$ cat src/rtl/univ_shift_reg.sv
// WIDTH-bit operand register with parallel load and a bit-serial shift/rotate engine
// that performs one single-bit shift per clock under a start/busy/done handshake.
module univ_shift_reg #(
  parameter int unsigned WIDTH = 8,
  parameter int unsigned CNT_W = 4
) (
  input  logic             Clk,
  input  logic             reset,
  input  logic             load,
  input  logic [WIDTH-1:0] data_in,
  input  logic             start,
  input  logic [2:0]       mode,
  input  logic [CNT_W-1:0] amount,
  input  logic             serial_in,
  output logic [WIDTH-1:0] data,
  output logic             serial_out,
  output logic             busy,
  output logic             done
);

  typedef enum logic [0:0] {StIdle, StShift} state_e;

  state_e           state;
  logic [CNT_W-1:0] count;
  logic [2:0]       mode_l;
  logic             fill_l;

  logic [WIDTH-1:0] shift_data;
  logic             shift_out;

  // Single-bit result of the latched operation; reserved modes leave data and serial_out alone.
  always_comb begin
    shift_data = data;
    shift_out  = serial_out;
    case (mode_l)
      3'b000: begin
        shift_data = {data[WIDTH-2:0], fill_l};
        shift_out  = data[WIDTH-1];
      end
      3'b001: begin
        shift_data = {fill_l, data[WIDTH-1:1]};
        shift_out  = data[0];
      end
      3'b010: begin
        shift_data = {data[WIDTH-2:0], data[WIDTH-1]};
        shift_out  = data[WIDTH-1];
      end
      3'b011: begin
        shift_data = {data[0], data[WIDTH-1:1]};
        shift_out  = data[0];
      end
      3'b100: begin
        shift_data = {data[WIDTH-1], data[WIDTH-1:1]};
        shift_out  = data[0];
      end
      3'b101: begin
        shift_data = {data[WIDTH-2:0], 1'b0};
        shift_out  = data[WIDTH-1];
      end
      default: begin
        shift_data = data;
        shift_out  = serial_out;
      end
    endcase
  end

  always_ff @(posedge Clk or negedge reset) begin
    if (!reset) begin
      state      <= StIdle;
      data       <= '0;
      serial_out <= 1'b0;
      busy       <= 1'b0;
      done       <= 1'b0;
      count      <= '0;
      mode_l     <= 3'b000;
      fill_l     <= 1'b0;
    end else begin
      done <= 1'b0;
      case (state)
        StIdle: begin
          if (load) begin
            data <= data_in;
          end else if (start) begin
            if (amount == '0) begin
              done <= 1'b1;
            end else begin
              state  <= StShift;
              busy   <= 1'b1;
              count  <= amount;
              mode_l <= mode;
              fill_l <= serial_in;
            end
          end
        end
        StShift: begin
          if (load) begin
            // Abort: take the new value and return to idle without a done pulse.
            data  <= data_in;
            state <= StIdle;
            busy  <= 1'b0;
            count <= '0;
          end else begin
            data       <= shift_data;
            serial_out <= shift_out;
            count      <= count - 1'b1;
            if (count == CNT_W'(1)) begin
              state <= StIdle;
              busy  <= 1'b0;
              done  <= 1'b1;
            end
          end
        end
        default: begin
          state <= StIdle;
          busy  <= 1'b0;
        end
      endcase
    end
  end

endmodule

$ cat config.mk
export PLATFORM = sky130hd
export DESIGN_NAME = univ_shift_reg
export DESIGN_NICKNAME = d
export VERILOG_FILES = /design/src/rtl/univ_shift_reg.sv
export SDC_FILE = /design/constraint.sdc
export NUM_CORES = 1
export LEC_CHECK = 0
export CELL_PAD_IN_SITES_DETAIL_PLACEMENT = 2
export CELL_PAD_IN_SITES_GLOBAL_PLACEMENT = 2
export CORE_ASPECT_RATIO = 1.75
export CORE_MARGIN = 2
export CORE_UTILIZATION = 32
export DETAILED_ROUTE_END_ITERATION = 10
export GPL_TIMING_DRIVEN = 0
export PLACE_DENSITY = 0.93
export SYNTH_ARGS = -nofsm -noshare
export SYNTH_HDL_FRONTEND = slang
export SYNTH_SLANG_ARGS = --single-unit
$ cat constraint.sdc
create_clock -name Clk -period 4.1 [get_ports Clk]
set_input_delay 0.41 -clock Clk [delete_from_list [all_inputs] [get_ports Clk]]
set_output_delay 0.41 -clock Clk [all_outputs]
set_load 0.02 [all_outputs]
# Yosys cells after proc, flatten, opt, wreduce, memory -nomap -nowiden

Index checks and enable logic that the tools add are counted.

Add/subtract/negate cells: 1
Reductions and logical operators: 11
Eq/ne operators: 14
Multiplexer cells: 28
Bitwise gates (word level): 3

Operator list:

| cell                                                                  | number |
|---|---|
| 8-bit one-hot mux with 6 select lines                                 | 1 |
| 4-bit 2-to-1 mux                                                      | 4 |
| 8-bit 2-to-1 mux                                                      | 2 |
| 8-bit one-hot mux with 2 select lines                                 | 1 |
| 1-bit 2-to-1 mux                                                      | 15 |
| 3-bit AND reduction                                                   | 3 |
| 2-bit != test, second input constant                                  | 4 |
| 8-bit by 2-bit != test with 1-bit output, second input constant       | 1 |
| 1-bit one-hot mux with 2 select lines                                 | 4 |
| 4-bit one-hot mux with 2 select lines                                 | 1 |
| 4-bit AND reduction                                                   | 2 |
| 7-bit by 2-bit != test with 1-bit output, second input constant       | 1 |
| 3-bit by 2-bit equality test with 1-bit output, second input constant | 2 |
| 3-bit equality test, second input constant                            | 2 |
| 3-bit OR reduction                                                    | 2 |
| 4-bit by 1-bit equality test with 1-bit output, second input constant | 1 |
| 4-bit logical NOT                                                     | 1 |
| 4-bit by 1-bit subtractor with 4-bit output, second input constant    | 1 |
| 3-bit by 1-bit equality test with 1-bit output, second input constant | 1 |
| 3-bit logical NOT                                                     | 1 |
| 3-bit by 2-bit != test with 1-bit output, second input constant       | 1 |
| 3-bit != test, second input constant                                  | 1 |
| 1-bit NOT                                                             | 3 |
| 2-bit AND reduction                                                   | 1 |
| 2-bit nonzero test                                                    | 1 |

Output and inout bits: 11
Register bits after elaboration: 20
Logic and storage cells: 66

# Longest topological paths before layout

Gate-level depths: netlist of the first run.

Depth after elaboration: 5
Gate-level depth with buffers: 6
Mapped depth without buffers: 6

# Worst setup path after synthesis of the first run

OpenSTA, ideal clock, no wires.

Path kind: input to register
From: input load
To: register fill_l
Arrival time: 1.399 ns
Slack: 2.576 ns
Stages: 4
Path through: buf_6 nor3b_4 and2b_4 mux2_4

Word-level cells in the longest chain between the ends: 2

Ends and longest elaborated chain:

| what                          | RTL line | source |
|---|---|---|
| from (decl)                   | 9        | `input logic load,` |
| 1-bit NOT (no line)           | --       |  |
| 4-bit AND reduction (no line) | --       |  |
| to (signal assigned)          | 91       | `fill_l <= serial_in;` |
| to (decl)                     | 26       | `logic fill_l;` |

No other way between the ends.
A chain may end at the register's enable or synchronous reset.

# Final worst setup path of the first run

From: input load
To: register serial_out

Word-level cells in the longest chain between the ends: 2

Ends and longest elaborated chain:

| what                          | RTL line | source |
|---|---|---|
| 1-bit NOT (no line)           | --       |  |
| 3-bit AND reduction (no line) | --       |  |
| to (signal assigned)          | 104      | `serial_out <= shift_out;` |
| to (decl)                     | 16       | `output logic serial_out,` |

No other way between the ends.

==> results.yml, run 1 <==
clock_network:
  hold_buffers: 0
  htree_levels: 1
  postCtsSetupBuffers: 0
  clock_latency_ns: 0.26
  cts_tree: "yes"
  clkTransAtPathRegs_ns: 0.08
  ctsRootBufferMaster: "clkbuf_8"
  cts_made_buffers: 3
  clockBufferDepth: 2
  cts.sinks: 20
  postCtsResizedCells: 0
critical_path:
  cp_num_buf_inv: 2
  path_cells: "clkdlybuf4s50_1, nand2b_1, nand2b_1, clkbuf_1, o21ai_0"
  startpoint: "load"
  end_kind: "flop"
  cp-start-kind: "input pin"
  path_class: "in2reg"
  crit_family: "buffers and inverters"
  timing.rr.start: "mode_l[1]"
  crit_slowest_cell: "clkdlybuf4s50_1"
  cp_max_fo: 9
  cpMostUsedCell: "nand2b_1"
  critical_path.max_stage_delay_ns: 0.50
  cp_data_arrival_time_ns: 1.98
  cp_data_required_time_ns: 4.20
die:
  rows: 29
  die_area_sq_um: 4160
  placeableCoreArea_sq_um: 3560
  die_y_um: 83.9
  io_pins: 31
  fp.dieW_um: 49.6
  start_util: 0.328
routing:
  routed_wl_mm: 3.59
  via_per_inst: 5.39
  ant_nets: 0
  drc_errors: 0
  drt-pass1-iter-count: 4
  vias: 1013
  wire_per_inst_um: 19.1
  drt_iter0_drc: 29
grt:
  grt_pass1_wl_mm: 5.93
  grt_remaining_overflow: 0
  grt_pass1_vias: 1164
  grt_max_degree: 21
  antenna_found_initial: 0
  grt_usage: 0.188
hold_path:
  hp-class: "reg2reg"
  min_from: "busy"
placement:
  hpwl_mm: 2.72
  port_buffers: 30
  dp.cells: 184
  place_congestion: 0.779
layout:
  final_nets: 165
  diodes: 0
  drive_gt1_frac: 0.127
  areaGrowthSynthToFinish_pct: 36.8
  fin_cells: 188
  mostFrequentLayoutCell: "clkdlybuf4s50_1"
  final_cell_mix: "clkdlybuf4s50_1, nand2_1, dfrtp_1, mux2i_1, o221ai_1"
yosys:
  synth-seq-cells: 20
  yosys.cell_types.count: 35
  syn_area_per_cell_sq_um: 10.8
  syn_area_sq_um: 1170
  synth_warnings: 0
  syn_inst: 108
  synth-seq-area-share: 0.429
  syn_nets: 130
sta:
  period_share: 0.458
  tightestPinTransition_ns: 0.924
  final.min_clock_period_ns: 1.88
  rsz0062_at_grt: "false"
  hold_violations: 0
  slew_headroom: 0.382
  fin_skew_ns: 0.00509
  tns_ns: 0
  drv_slew: 0
  finalSetupViolations: 0
  fmax_mhz: 532
job:
  max_cap_viol_count: 0
power:
  p_per_area_nw_per_um2: 553
  peakVddDrop_mv: 0.232
  p_leak_nw: 0.673
run_status:
  outcome: "finished clean"
## where the power goes
| group | switching [mW] | internal [mW] |
|---|---|---|
| clock network | 0.0693 | 0.130 |
| registers | 0.0613 | 0.252 |
| logic | 0.188 | 0.180 |
## tightest hold or removal path, stage by stage (launching register included)
cell	delay, ns
dfrtp_1	0.38
nand2_1	0.05
o21ai_0	0.08
## Yosys cell counts
library cell | n | area (sq um)
nor3b_4 | 1 | 18.8
o22ai_1 | 4 | 25.0
nor2b_2 | 1 | 8.76
mux2_4 | 4 | 60.1
o21ai_0 | 2 | 10.0
dfrtp_1 | 20 | 500
nand2_1 | 20 | 75.1
a21boi_0 | 1 | 7.51
a221oi_1 | 1 | 8.76
xnor2_1 | 2 | 17.5
nor3b_1 | 1 | 7.51
a311oi_1 | 1 | 8.76
clkbuf_2 | 1 | 5.00
inv_1 | 3 | 11.3
mux2_2 | 1 | 11.3
nor4b_1 | 1 | 8.76
a21o_2 | 1 | 8.76
o221ai_1 | 6 | 52.6
and2b_4 | 1 | 10.0
nand3b_1 | 2 | 15.0
nor4bb_1 | 1 | 10.0
a21oi_4 | 1 | 16.3
buf_6 | 1 | 11.3
nor2_1 | 3 | 11.3
o32ai_1 | 1 | 8.76
nand2b_1 | 3 | 18.8
buf_2 | 1 | 5.00
a21oi_1 | 1 | 5.00
nor3_1 | 1 | 5.00
a32o_1 | 1 | 10.0
nor4_4 | 1 | 21.3
a31oi_1 | 1 | 6.26
mux2i_1 | 13 | 130
ha_1 | 2 | 25.0
clkbuf_1 | 3 | 11.3
## through the flow
| step | setup slack, ns | util | cell area [sq um] | total power, mW | hold WS, ns |
|---|---|---|---|---|---|
| 2_1_floorplan | 2.58 | - | 1170 | 0.536 | 0.114 |
| 3_3_place_gp | 2.00 | 0.429 | 1520 | 0.651 | 0.466 |
| 3_5_place_dp | 1.95 | 0.429 | 1520 | 0.684 | 0.532 |
| 4_1_cts | 2.23 | 0.449 | 1600 | 0.892 | 0.553 |
| 5_1_grt | 2.16 | 0.449 | 1600 | 0.939 | 0.586 |
| 6_report | 2.22 | 0.449 | 1600 | 0.882 | 0.547 |
## path summary, 6_finish.rpt
| kind | cells after the start | slack (ns) | to |
|---|---|---|---|
| hold / removal | 2 | 0.55 | busy |
| hold reg to reg | 2 | 0.55 | busy |
| min in group asynchronous | 1 | 0.66 | data[2] |
| max in group asynchronous | 1 | 2.87 | data[6] |
| setup / recovery | 5 | 2.22 | serial_out |
| setup reg to reg | 5 | 2.51 | data[7] |
## final cells by class
| cell class | count | area, sq um |
|---|---|---|
| inverter | 3 | 11.3 |
| tap | 46 | 57.6 |
| multi-input combinational | 79 | 622 |
| clock inverter | 1 | 30.0 |
| buffer | 6 | 32.5 |
| fill | 412 | 1960 |
| clock buffer | 3 | 41.3 |
| timing repair buffer | 30 | 300 |
| sequential | 20 | 500 |
## state kept, by name, summed over array words and instances, names as in the netlist
| register | flops |
|---|---|
| busy | 1 |
| count | 4 |
| data | 8 |
| done | 1 |
| fill_l | 1 |
| mode_l | 3 |
| serial_out | 1 |
| state | 1 |
## layer usage
metal,GRT usage,up-vias,wire (um)
met5,0,-,0
met4,0.0833,0,70
met3,0.0143,6,96
met2,0.349,25,2040
met1,0.210,519,1380
li1,-,463,-
## cells by family after synthesis
family / Yosys count / synth area share
fa+ha+maj: 2 / 0.0215
flops: 20 / 0.429
simple gates: 36 / 0.180
mux: 18 / 0.173
buf+inv: 9 / 0.0375
xor+xnor: 2 / 0.0150
compound gates: 21 / 0.144
(Power assumes the default switching activity.)
==> run 2, diff against run 1 <==
--- a/config.mk
+++ b/config.mk
@@ -9,10 +9,10 @@
 export CELL_PAD_IN_SITES_GLOBAL_PLACEMENT = 2
 export CORE_ASPECT_RATIO = 1.75
 export CORE_MARGIN = 2
-export CORE_UTILIZATION = 32
+export CORE_UTILIZATION = 29
 export DETAILED_ROUTE_END_ITERATION = 10
 export GPL_TIMING_DRIVEN = 0
-export PLACE_DENSITY = 0.93
+export PLACE_DENSITY = 0.86
 export SYNTH_ARGS = -nofsm -noshare
 export SYNTH_HDL_FRONTEND = slang
 export SYNTH_SLANG_ARGS = --single-unit
==> constraint.sdc (replaced) <==
create_clock -name Clk -period 1.85 [get_ports Clk]
set_input_delay 0.185 -clock Clk [delete_from_list [all_inputs] [get_ports Clk]]
set_output_delay 0.185 -clock Clk [all_outputs]
set_load 0.02 [all_outputs]
==> run 2 against run 1 <==
- highest routed layer unchanged
- flip-flop and latch count is the same
- clock power grew 120%
- largest power group unchanged
- power grew 120%
- core utilization shrank 3.5 points
- sequential power grew 120%
- first-iteration DRC count shrank 72%
- design area grew 0.16%
- worst setup slack lost 2.0 ns
- via count shrank 4.2%
- cell count grew 1.1%
==> results.yml, run 2 (synthesis gave the netlist of run 1 again) <==
critical_path:
  path_cells: "clkdlybuf4s50_1, buf_6, nor3b_4, and2b_4, mux2_4"
  startpoint: "load"
  path_class: "in2reg"
  crit_slowest_cell: "clkdlybuf4s50_1"
  cp-start-kind: "input pin"
  cp_data_arrival_time_ns: 1.79
  crit_family: "simple AND/OR/NAND/NOR gates"
  r2r_end: "data[0]"
  r2r_cells: 5
  crit_end: "mode_l[2]"
  timing.rr.start: "state"
  regToRegSetupSlack_ns: 0.30
  cp_max_fo: 10
  cp_data_required_time_ns: 2.00
  end_kind: "flop"
  critical_path.max_stage_delay_ns: 0.44
  cp_num_buf_inv: 2
  cp_num_cells: 5
sta:
  slew_headroom: 0.373
  tns_ns: 0
  setup_slack_ns: 0.205
  drv_slew: 0
  fmax_mhz: 608
  hold_violations: 0
  rsz0062_at_grt: "false"
  final.min_clock_period_ns: 1.64
  period_share: 0.889
  whs_ns: 0.437
  fin_skew_ns: 0.00925
  finalSetupViolations: 0
  tightestPinTransition_ns: 0.938
die:
  io_pins: 31
  start_util: 0.302
  die_area_sq_um: 4560
  fp.dieW_um: 51.9
  die_y_um: 87.9
  placeableCoreArea_sq_um: 3870
  rows: 30
power:
  power.total_mw: 1.94
  p_clk_frac: 0.230
  power_frac_comb: 0.413
  p_switching_mw: 0.691
  peakVddDrop_mv: 0.577
  seq_power_share: 0.356
  p_int_mw: 1.25
  p_per_area_nw_per_um2: 1210
  switching_share: 0.357
  p_leak_nw: 0.673
placement:
  hpwl_mm: 2.66
  dp.cells: 186
  port_buffers: 30
  pre_cts_ws_ns: -0.0937
  place_congestion: 0.733
  dpl_cell_area_sq_um: 1530
grt:
  grt_pass1_vias: 1125
  grt_remaining_overflow: 0
  grt_pass1_wl_mm: 5.54
  grt_max_degree: 21
  grt_usage: 0.163
  antenna_found_initial: 0
layout:
  final_cell_mix: "clkdlybuf4s50_1, nand2_1, dfrtp_1, mux2i_1, o221ai_1"
  multiInputGateArea_sq_um: 622
  mostFrequentLayoutCell: "clkdlybuf4s50_1"
  largest_reg_flops: 8
  fin_cells: 190
  reg_top3: "data: 8 flops, count: 4 flops, mode_l: 3 flops"
  final_core_utilization: 0.413
  registers.top_by_ff_count: "data"
  fillCellCount: 417
  fin_area_sq_um: 1600
  diodes: 0
  final_nets: 165
  regArea_sq_um: 500
  areaGrowthSynthToFinish_pct: 37.0
  drive_gt1_frac: 0.127
clock_network:
  ctsRootBufferMaster: "clkbuf_8"
  postCtsResizedCells: 0
  clockBufferDepth: 2
  clkTransAtPathRegs_ns: 0.08
  cts_made_buffers: 3
  clock_latency_ns: 0.27
  hold_buffers: 0
  cts_tree: "yes"
  cts.sinks: 20
  htree_levels: 1
  postCtsSetupBuffers: 0
routing:
  vias: 970
  wire_per_inst_um: 17.8
  via_per_inst: 5.11
  drt_iter0_drc: 8
  routed_wl_mm: 3.39
  drc_errors: 0
  ant_nets: 0
  drt-pass1-iter-count: 3
run_status:
  outcome: "finished clean"
hold_path:
  hp-class: "in2async"
job:
  max_cap_viol_count: 0
-- run 2: cell counts in the layout (fill, tap and decap cells not counted) --
No cell type changed its count.
-- run 2: worst min-delay path by stage --
| stage | start | endpoint | slack (ns) | cells past startpoint |
|---|---|---|---|---|
| 4_1_cts | reset | count[1] | 0.48 | 1 |
| 6_report | reset | count[1] | 0.44 | 1 |
| 2_1_floorplan | reset | busy | -0.11 | 0 |
| 3_5_place_dp | serial_out | serial_out | 0.48 | 2 |
| 5_1_grt | reset | count[2] | 0.50 | 1 |
| 3_3_place_gp | serial_out | serial_out | 0.47 | 2 |
-- run 2: worst register-to-register path: stages (launching register included) --
cell      delay (ns)
dfrtp_1         0.40
nand2b_1        0.28
nand2b_1        0.16
clkbuf_1        0.35
a32o_1          0.20
nand2_1         0.06
-- run 2: layout make-up --
class                           count  share of cell area
Tap cell                           48              0.0376
Clock inverter                      1              0.0188
Sequential cell                    20               0.313
Buffer                              6              0.0204
Inverter                            3             0.00705
Timing Repair Buffer               30               0.188
Multi-Input combinational cell     79               0.389
Clock buffer                        3              0.0258
-- run 2: power groups by stage --
| stage | registers (mW) | logic, mW | clock network (mW) |
|---|---|---|---|
| floorplan | 0.729 | 0.459 | 0 |
| global placement | 0.688 | 0.762 | 0 |
| detailed placement | 0.700 | 0.811 | 0 |
| CTS | 0.694 | 0.818 | 0.450 |
| global route | 0.712 | 0.875 | 0.470 |
| finish | 0.691 | 0.801 | 0.447 |
-- run 2: metal layers --
layer | vias up | share of wire | track usage
li1 | 463 | - | -
met1 | 479 | 0.41 | 0.188
met2 | 21 | 0.54 | 0.301
met3 | 7 | 0.026 | 0.0222
met4 | 0 | 0.018 | 0.0526
met5 | - | 0 | 0
==> run 3, diff against run 2 <==
--- a/config.mk
+++ b/config.mk
@@ -5,6 +5,7 @@
 export SDC_FILE = /design/constraint.sdc
 export NUM_CORES = 1
 export LEC_CHECK = 0
+export ABC_CLOCK_PERIOD_IN_PS = 1850
 export CELL_PAD_IN_SITES_DETAIL_PLACEMENT = 2
 export CELL_PAD_IN_SITES_GLOBAL_PLACEMENT = 2
 export CORE_ASPECT_RATIO = 1.75
==> results of run 3 <==
Same layout as run 2: the final DEF is identical, and so are final timing and power.
==> RTL edit 1, RTL diff (config.mk and constraints of run 3) <==
`CNT_W`: 4 -> 5.
--- a/src/rtl/univ_shift_reg.sv
+++ b/src/rtl/univ_shift_reg.sv
@@ -2,7 +2,7 @@
 // that performs one single-bit shift per clock under a start/busy/done handshake.
 module univ_shift_reg #(
   parameter int unsigned WIDTH = 8,
-  parameter int unsigned CNT_W = 4
+  parameter int unsigned CNT_W = 5
 ) (
   input  logic             Clk,
   input  logic             reset,
Interface: changed (resized amount); port bits go from 31 to 32. No check against the original RTL was run, so the function may have changed too.
==> RTL edit 1 against run 3 <==
Sequential power is 4.1% lower. Die area is 16% higher. Combinational power is 11% lower. Critical path depth stayed put. Area after synthesis is 17% higher. Count of clock-buffer cells in the layout is 1 higher. Total power is 13% lower. Sequential cell count is 1 higher. Setup slack worse by 0.068 ns. Design area is 11% higher. Synthesized cell count is 41% higher. Routed wire length is 35% higher. Critical endpoint unchanged. Largest power group unchanged. Highest routed layer unchanged.
==> RTL edit 1: results (changes against run 3) <==
| Metric | Value |
|---|---|
| Status | complete, no violations |
| CP max stage delay | 0.57 ns (+0.13 ns) |
| Clk_skew | 0.003623 ns (-0.005630 ns) |
| Sequential element share of the synthesized area | 38.60% (-4.3 points) |
| Final RePlAce weighted congestion | 0.7901 (+7.8%) |
| Average wire per standard cell | 19.25 um (+8.0%) |
| Fillers | 518 (+24%) |
| Inst Count DP | 234 (+26%) |
| Final net count | 210 (+27%) |
| Layout cells sized above 1 | 9.140% (-3.5 points) |
| Synth top cells by count | 21 x dfrtp_1, 18 x a21oi_1, 16 x nor2_1 |
| Final std cells w/o fill | 238 (+25%) |
| Initial DRC count | 15 (+7) |
| DP HPWL | 3610 um (+36%) |
| Worst Tran Pin Value | 1.041 ns (+0.1028 ns) |
| Crit-path max FO | 5 (-5) |
| Reg2reg start | count[1] |
| Regs by FF count | data (8), count (5), mode_l (3) |
| Dominant cells by area after synthesis | dfrtp_1 39%, a21oi_1 6.6%, mux2i_1 5.9% |
| Lkg Pwr | 0.7338 nW (+9.1%) |
| Reg-to-reg slack, setup | 0.22 ns (-0.08 ns) |
| Critical R2R Capture | busy |
| Synth cell types | 39 (+11%) |
| Worst slack, placed | -0.1431 ns (-0.04938 ns) |
| Syn Nets | 175 (+35%) |
| GR Util All Layers | 18.69% (+2.3 points) |
| Vias in the first global route | 1,551 (+38%) |
| Worst VDD drop | 450.7 uV (-22%) |
| Hold crit path type | in -> reg |
| Avg Cell Area, Syn | 8.956 sq um (-17%) |
| Cell at the slowest stage of the critical path | or4_4 |
| Critical Path AT | 1.86 ns (+0.07 ns) |
==> RTL edit 1: cell count changes after synthesis, moves of 3 or more <==
cell	delta
nand2_1	-15
nor2_1	+13
o221ai_1	-6
inv_1	+5
buf_2	+3
a21oi_1	+17
nor2b_1	+4
o22ai_1	+4
o21ai_0	+11
mux2i_1	-5
==> RTL edit 1: cells by family (layout without fill, tap and decap cells) <==
| logic type | Yosys count | after routing | share of synthesized area, % |
|---|---|---|---|
| xor gates and xnor gates | 3 | 3 | 1.930 |
| buffers and inverters | 18 | 52 | 5.331 |
| AOI/OAI and AO/OA | 57 | 57 | 26.38 |
| DFF | 21 | 21 | 38.60 |
| adders and majority gates | 2 | 2 | 1.838 |
| muxes | 13 | 13 | 11.12 |
| and+or+nand+nor | 38 | 38 | 14.80 |
==> RTL edit 1: worst max-delay path by stage <==
stage | start | to | slack, ns | depth (start not counted)
global route | mode_l[2] | data[5] | 0.09 | 4
global placement | amount[2] | fill_l | -0.11 | 5
finish | amount[2] | mode_l[2] | 0.14 | 5
detailed placement | amount[2] | mode_l[2] | -0.14 | 5
floorplan | amount[3] | fill_l | 0.38 | 4
CTS | amount[2] | mode_l[2] | 0.15 | 5
==> RTL edit 1: metrics by stage <==
step | power, W | hold slack [ns] | cell area [sq um]
finish | 0.001689 | 0.2228 | 1772
global route | 0.001800 | 0.2340 | 1772
CTS | 0.001709 | 0.2174 | 1772
detailed placement | 0.001389 | 0.4904 | 1727
global placement | 0.001334 | 0.4581 | 1727
floorplan | 0.001092 | -0.1106 | 1361
==> RTL edit 1: layout make-up <==
cell class	instances	area share (%)
multi-input combinational	113	43.08
sequential	21	29.66
timing repair buffer	30	16.95
tap	52	3.672
clock buffer	4	2.542
buffer	9	2.189
inverter	9	1.907
==> RTL edit 1: worst reg2reg max path: cells and delay by family (launching register included) <==
family	cells	cell delay, ns
and+or+nand+nor	2	0.79
DFF	1	0.40
buffers and inverters	1	0.09
AOI/OAI and AO/OA	1	0.08
adders and majority gates	1	0.14
==> RTL edit 1: power breakdown <==
group	internal (W)	total, W	switching [W]
sequential	0.000548	0.000663	0.000115
combinational	0.000338	0.000713	0.000375
clock	0.000154	0.000313	0.000159
total	0.00104	0.00169	0.000650
==> RTL edit 1: per-layer routing <==
metal,up-vias,GRT usage [%],routed length [um]
li1,621,-,-
met3,4,2.329,125
met5,-,0,0
met2,22,38.10,2722
met4,0,6.707,55
met1,691,18.78,1677
==> RTL edit 2, RTL diff (settings of run 3) <==
Without the edit above. Add an input register stage for `load`, `data_in`, `start`, `mode`, `amount` and `serial_in`, without a reset; this delays them by one clock.
--- a/src/rtl/univ_shift_reg.sv
+++ b/src/rtl/univ_shift_reg.sv
@@ -19,6 +19,22 @@
 );
 
   typedef enum logic [0:0] {StIdle, StShift} state_e;
+
+  logic load_q;
+  logic [WIDTH-1:0] data_q;
+  logic start_q;
+  logic [2:0] mode_q;
+  logic [CNT_W-1:0] amount_q;
+  logic serial_q;
+
+  always_ff @(posedge Clk) begin
+    load_q   <= load;
+    data_q   <= data_in;
+    start_q  <= start;
+    mode_q   <= mode;
+    amount_q <= amount;
+    serial_q <= serial_in;
+  end
 
   state_e           state;
   logic [CNT_W-1:0] count;
@@ -78,24 +94,24 @@
       done <= 1'b0;
       case (state)
         StIdle: begin
-          if (load) begin
-            data <= data_in;
-          end else if (start) begin
-            if (amount == '0) begin
+          if (load_q) begin
+            data <= data_q;
+          end else if (start_q) begin
+            if (amount_q == '0) begin
               done <= 1'b1;
             end else begin
               state  <= StShift;
               busy   <= 1'b1;
-              count  <= amount;
-              mode_l <= mode;
-              fill_l <= serial_in;
+              count  <= amount_q;
+              mode_l <= mode_q;
+              fill_l <= serial_q;
             end
           end
         end
         StShift: begin
-          if (load) begin
+          if (load_q) begin
             // Abort: take the new value and return to idle without a done pulse.
-            data  <= data_in;
+            data  <= data_q;
             state <= StIdle;
             busy  <= 1'b0;
             count <= '0;
Check against the original RTL: not equivalent (Yosys sat finds a counterexample within 4 cycles, from zero or initial values and one cycle with reset low).
==> RTL edit 2 against run 3 <==
Setup slack improved by 0.086 ns. Sequential cell count is 18 higher. Area after synthesis grew 30%. Routed wire length grew 21%. Total power is 29% higher. Design area rose by 27%. Utilization fell by 1.0 points. Critical path depth down 4. Critical path type is now reg -> out. Highest routed layer unchanged.
==> RTL edit 2: results (changes against run 3) <==
| Metric | Value |
|---|---|
| Status | complete, no violations |
| Metal-1 WL | 1415 um (+1.3%) |
| Power Sequential | 0.00105 W (+52%) |
| Synth top cells by count | 20 x dfrtp_1, 19 x nand2_1, 18 x dfxtp_1 |
| Average wire per standard cell | 18.39 um (+3.2%) |
| Reg-to-reg slack, setup | 0.32 ns (+0.02 ns) |
| Avg Cell Area, Syn | 11.67 sq um (+8.1%) |
| Signal inverters | 5 (+2) |
| Psw | 0.0007270 W (+5.2%) |
| Reg2reg start | mode_l[2] |
| Inst Count DP | 214 (+15%) |
| Worst VDD drop | 632.0 uV (+9.6%) |
| Flops & latches, synth | 38 (+90%) |
| Final RePlAce weighted congestion | 0.8331 (+14%) |
| Wire length on met2 | 2414 um (+31%) |
| Clk_skew | 0.004534 ns (-0.004719 ns) |
| Total Power | 0.002502 W (+29%) |
| Vias per cell | 5.104 (about the same) |
| Layout cells sized above 1 | 12.50% (-0.18 points) |
| Synth cell types | 34 (-2.9%) |
| Final net count | 189 (+15%) |
| Met3 wire len | 141 um (+62%) |
| Syn Nets | 152 (+17%) |
| DP HPWL | 3159 um (+19%) |
| Dominant cells by area after synthesis | dfrtp_1 33%, dfxtp_1 24%, mux2i_1 5.9% |
| TritonCTS Buffers | 5 (+2) |
| Critical R2R Capture | data[7] |
| Synth async-reset ratio | 52.63% (-47 points) |
| Family with the most delay on the worst path | buffers and inverters |
| Buffers outside the clock class | 34 (-5.6%) |
| Sequential element share of the synthesized area | 56.72% (+14 points) |
| Lkg Pwr | 0.8749 nW (+30%) |
| Critical Path Start | data[1] |
| Clock buffers | 7 (+4) |
| Regs by FF count | data (8), data_q (8) |
| Met1 Resource Use GR | 16.79% (-2.0 points) |
| Crit-path max FO | 5 (-5) |
| TritonRoute pass-1 iters | 4 (+1) |
| Critical Path AT | 1.37 ns (-0.42 ns) |
| Buffering overhead | 16.20% (-4.6 points) |
| CP max stage delay | 0.64 ns (+0.20 ns) |
| Maximum clock rate | 641.5 MHz (+5.5%) |
==> RTL edit 2: cell types whose count changed after synthesis, moves of 2 or more <==
cell | run 3 | this run
clkbuf_1 | 3 | 1
dfxtp_1 | 0 | 18
a31oi_1 | 1 | 3
inv_1 | 3 | 5
mux2i_1 | 13 | 9
a22oi_1 | 0 | 4
nor2_4 | 0 | 2
nand3b_1 | 2 | 0
nor2b_1 | 0 | 4
nor2_1 | 3 | 5
==> RTL edit 2: per-stage QoR <==
stage	hold WS, ns	area [sq um]
floorplan	-0.1106	1518
global route	0.3219	2023
finish	0.3284	2023
global placement	0.4328	1886
detailed placement	0.4581	1886
CTS	0.3202	2023
==> RTL edit 2: cell families after synthesis <==
group	Yosys count	synth area share, %
and+or+nand+nor	40	14.34
DFF	38	56.72
AOI/OAI and AO/OA	26	13.19
muxes	13	9.893
buffers and inverters	9	3.050
xor gates and xnor gates	2	1.154
adders and majority gates	2	1.649
